<file path="config.mk">
export PLATFORM = sky130hd
export DESIGN_NAME = memb_ctrl
export DESIGN_NICKNAME = d
export VERILOG_FILES = /design/src/rtl/memb_pkg.sv /design/src/rtl/memb_ctrl.sv
export SDC_FILE = /design/constraint.sdc
export NUM_CORES = 1
export LEC_CHECK = 0
export CAP_MARGIN = 20
export CORE_MARGIN = 3
export CORE_UTILIZATION = 24
export CTS_CLUSTER_SIZE = 28
export DETAILED_ROUTE_END_ITERATION = 12
export PLACE_DENSITY_LB_ADDON = 0.08
export SLEW_MARGIN = 5
export SYNTH_ARGS = -nofsm -noshare
export SYNTH_HDL_FRONTEND = slang
export SYNTH_SLANG_ARGS = --single-unit
export TNS_END_PERCENT = 5
</file>
<file path="constraint.sdc">
create_clock -name clk -period 1.96 [get_ports clk]
set_input_delay 0.196 -clock clk [delete_from_list [all_inputs] [get_ports clk]]
set_output_delay 0.196 -clock clk [all_outputs]
set_load 0.03 [all_outputs]
</file>
<file path="src/rtl/memb_pkg.sv">
// Shared types and sizing helpers for the B-matrix column buffer sequencer.
// Imported by memb_ctrl.
package memb_pkg;

    typedef enum logic [1:0] {
        IDLE,
        LOAD,
        FLUSH,
        DONE
    } memb_state_t;

    // Enabled flush cycles needed to drain the deepest skewed column.
    function automatic int flush_len(input int dim);
        return 2 * dim - 1;
    endfunction

    // Counter width able to index 0..n-1, never narrower than one bit.
    function automatic int cnt_w(input int n);
        return (n < 2) ? 1 : $clog2(n);
    endfunction

endpackage

</file>
<file path="src/rtl/memb_ctrl.sv">
// Load/flush sequencer for the skewed B column buffer: streams one DIM-row
// tile into the buffer, then shifts zeros until every column has drained.
module memb_ctrl
    import memb_pkg::*;
#(
    parameter int BITS_AB = 8,
    parameter int DIM     = 8
) (
    input  logic                   clk,
    input  logic                   rst_n,
    input  logic                   start,
    input  logic                   row_valid,
    output logic                   row_ready,
    input  logic [DIM*BITS_AB-1:0] row_data,
    input  logic                   stall,
    output logic                   memb_en,
    output logic [DIM*BITS_AB-1:0] memb_bin,
    output logic                   compute_en,
    output logic                   busy,
    output logic                   done
);

    localparam int RW = cnt_w(DIM);
    localparam int FW = cnt_w(2 * DIM);

    localparam logic [RW-1:0] ROW_LAST   = RW'(DIM - 1);
    localparam logic [FW-1:0] FLUSH_LAST = FW'(flush_len(DIM) - 1);

    memb_state_t   state_q, state_d;
    logic [RW-1:0] row_cnt_q, row_cnt_d;
    logic [FW-1:0] flush_cnt_q, flush_cnt_d;

    logic                   ready_c;
    logic                   en_c;
    logic                   ce_c;
    logic                   done_c;
    logic [DIM*BITS_AB-1:0] bin_c;

    always_ff @(posedge clk) begin
        if (!rst_n) begin
            state_q     <= IDLE;
            row_cnt_q   <= '0;
            flush_cnt_q <= '0;
        end else begin
            state_q     <= state_d;
            row_cnt_q   <= row_cnt_d;
            flush_cnt_q <= flush_cnt_d;
        end
    end

    always_comb begin
        state_d     = state_q;
        row_cnt_d   = row_cnt_q;
        flush_cnt_d = flush_cnt_q;
        ready_c     = 1'b0;
        en_c        = 1'b0;
        ce_c        = 1'b0;
        done_c      = 1'b0;
        bin_c       = '0;
        unique case (state_q)
            IDLE: begin
                if (start) begin
                    state_d = LOAD;
                end
            end
            LOAD: begin
                ready_c = 1'b1;
                // A bubble leaves the buffer frozen so the skew stays aligned.
                if (row_valid) begin
                    en_c  = 1'b1;
                    bin_c = row_data;
                    if (row_cnt_q == ROW_LAST) begin
                        row_cnt_d = '0;
                        state_d   = FLUSH;
                    end else begin
                        row_cnt_d = row_cnt_q + 1'b1;
                    end
                end
            end
            FLUSH: begin
                en_c = !stall;
                ce_c = !stall;
                if (!stall) begin
                    if (flush_cnt_q == FLUSH_LAST) begin
                        flush_cnt_d = '0;
                        state_d     = DONE;
                    end else begin
                        flush_cnt_d = flush_cnt_q + 1'b1;
                    end
                end
            end
            DONE: begin
                done_c  = 1'b1;
                state_d = IDLE;
            end
            default: begin
                state_d = IDLE;
            end
        endcase
    end

    // Held quiet during reset so the buffer never shifts while it is cleared.
    assign row_ready  = rst_n & ready_c;
    assign memb_en    = rst_n & en_c;
    assign compute_en = rst_n & ce_c;
    assign done       = rst_n & done_c;
    assign busy       = rst_n & (state_q != IDLE);
    assign memb_bin   = rst_n ? bin_c : '0;

endmodule

</file>
==> summary.md <==
| Metric | Value |
|---|---|
| Status | finished, final reports clean |
| GR Overflow Total | 0 |
| Yosys top cell by area | and2_1 |
| Number of vias per cell | approximately 4.1 |
| Die span in x | 70.0 µm |
| R2r startpoint | state_q[0] |
| Core area | 0.00380 mm² |
| Largest net degree at the start of global routing | 39 |
| Switching Power | 527 µW |
| Clk buf depth | 2 |
| Minimum clock period | 1.85 ns |
| Inst Count DP | 314 |
| Syn Area/Cell | 7.38 µm² |
| Comb pwr share | 64.9% |
| Die H | 70.0 µm |
| Rel. slew slack | 79.9% |
| Fmax | 0.539 GHz |
| Wirelength per Cell | roughly 12 µm |
| Setup Crit Path Kind | register to primary output |
| Number of synthesis warnings | 0 |
| PnR worst setup slack | 0.106 ns |
| Initial antenna violation count | 0 |
| Worst setup SP type | register |
| Hold Startpoint | row_cnt_q[1] |
| Reg power frac | 18.6% |
| Most Used Layer, Global Route | met2 |
| Synth unique cells | 24 |
| RSZ-0062 raised after global routing | false |
| Num CTS Buffers | 3 |
| Grt met2 use | about a quarter |
| Drc violations | 0 |
| Post-place instance area | 0.00225 mm² |
| Io pins | 138 |
| Setup Buffers After CTS | 0 |
| # diodes | 0 |
| Final Core Density | 60.7% |
| Synth Register Bits | 9 |
| Pre-CTS setup slack | 0.151 ns |
| Post-route cell area | about 0.0023 mm² |
| Hold WC Path Type | register to register |
| Met1 Use GR | 18.0% |
| Top FF cell, synth | dfxtp_1 |
| Hold WS | 0.465 ns |
| Static leakage | about 1.1 nW |
| Syn_nets | 208 |
| Cts hold-fix bufs | 0 |
| Register area share after synthesis | 18.3% |
| Final number of max-transition violations | 0 |
| Root Driver | clkbuf_8 |
| Core Rows | 22 |
| Worst EP required | approximately 1.8 ns |
| Number of flops mapped to enable cells by yosys | 0 |
| TritonCTS Sinks | 9 |
| Netlist Area Pre-Place | 982 µm² |
| Fillers | 361 |
| Final #Nets | 346 |
| CTS resizes | 0 |
| Fin cells | about 320 |
| DRT Pass-1 Iters | 4 |
| Met3 GRT Util | 3.31% |
| Clock share of power | 16.5% |
| Tcrit/Tclk final | 94.6% |
| Clk_skew | approximately 0.00086 ns |
| Final Setup Violations | 0 |
| Post-synthesis async set-or-reset flop share | 0% |
| Commonest non-fill, non-tap cell in the layout | buf_4 |
| Most frequent cells in the layout | buf_4 (70), clkdlybuf4s50_1 (69), and2_1 (68), dfxtp_1 (9) |
| Synth top area share | 43.3% |
| Routed WL | 3970 µm |
| Vias in the first global route | approximately 1200 |
| WP data arrival | 1.66 ns |
| Port Buf Inserts | 137 |
| Clk_lat worst skew | 0.23 ns |
| H-Tree Level Count | 1 |
| Setup tns final | 0 ns |
| Layout cells sized above 1 | 28.1% |
| Slew at the pin with the worst max-slew slack | 0.301 ns |
| Gr usage total | 14.9% |
| CTS tree | yes |
| VDD IR max | 0.574 mV |
| Worst Setup SP | state_q[1] |
| First-pass GRT wire length | around 6000 µm |
| Max FO, Critical Path | 27 |
| Final Hold Viols | 0 |
| Post-DP HPWL | 3510 µm |
| Area Overhead vs Synth | 135% |
| Clock transition at path regs | around 0.040 ns |
| Routability congestion estimate | 0.734 |
| Switching Share | 41.1% |
| Top post-synthesis cells by area | and2_1 (43%), dfxtp_1 (18%), ha_1 (7.6%) |
| Mapped Cells | approximately 130 |
| Starting density of the core | 25.9% |
| Via Count | 1315 |
| Die area | between 0.004 and 0.005 mm² |
| P_int | 755 µW |
| Routed Antenna Nets | 0 |
| Total Power | 1.28 mW |
| Max Cap Viol | 0 |
| PD cells | 556 mW/mm² |
| Element type at the critical path end | primary output |
| First DRT Iteration DRCs | 16 |
## power groups by stage
| stage | combinational [mW] | sequential, mW | clock [mW] |
|---|---|---|---|
| after global placement | 0.840 | 0.242 | 0 |
| after global routing | 0.902 | 0.245 | 0.234 |
| after detailed placement | 0.835 | 0.244 | 0 |
| after floorplan | 0.484 | 0.236 | 0 |
| final | 0.832 | 0.239 | 0.211 |
| after CTS | 0.838 | 0.238 | 0.220 |
## registers in the layout, indices dropped and copies added (netlist names)
name         flops
flush_cnt_q      4
row_cnt_q        3
state_q          2
## Yosys cell counts, types with 2 or more instances
master and count:
clkbuf_1 7, nand4b_1 2, nor2b_1 6, inv_1 2
mux2i_1 3, nand3_1 2, nor2_1 2, a21boi_0 4
nand3b_1 2, nand2_1 6, dfxtp_1 9, o21ai_0 2
a21boi_1 2, and2_1 68, a21oi_1 2, ha_1 6
## area by class of cell
cell class,count,area (µm²),area share (%)
timing repair buffer,141,1250,54.1
multi-input combinational,114,764,33.2
sequential,9,180,7.82
tap,48,60.1,2.61
clock buffer,4,45.0,1.95
inverter,2,7.51,0.326
## final timing paths
check | endpoint | slack, ns | depth (start not counted)
setup / recovery | memb_en | 0.11 | 6
hold / removal | row_cnt_q[1] | 0.46 | 2
setup reg to reg | state_q[1] | 0.41 | 5
hold reg to reg | row_cnt_q[1] | 0.46 | 2
## per-layer routing
layer,wire (µm),vias up
met5,0,-
met2,2000,79
li1,-,699
met3,390,2
met4,20,0
met1,1560,535
## cells by family after synthesis
logic type | after synthesis | share of synthesized area [%]
simple gates | 91 | 56.7
compound gates | 14 | 10.3
buf+inv | 10 | 3.95
flops | 9 | 18.3
fa+ha+maj | 6 | 7.64
mux | 3 | 3.06
## critical path, stage by stage (launching register included)
cell and delay [ns]:
dfxtp_1 0.37, inv_1 0.07, ha_1 0.24, and3_2 0.23
buf_6 0.16, o21a_1 0.19, buf_4 0.16
Power figures use the tool's default switching activity.
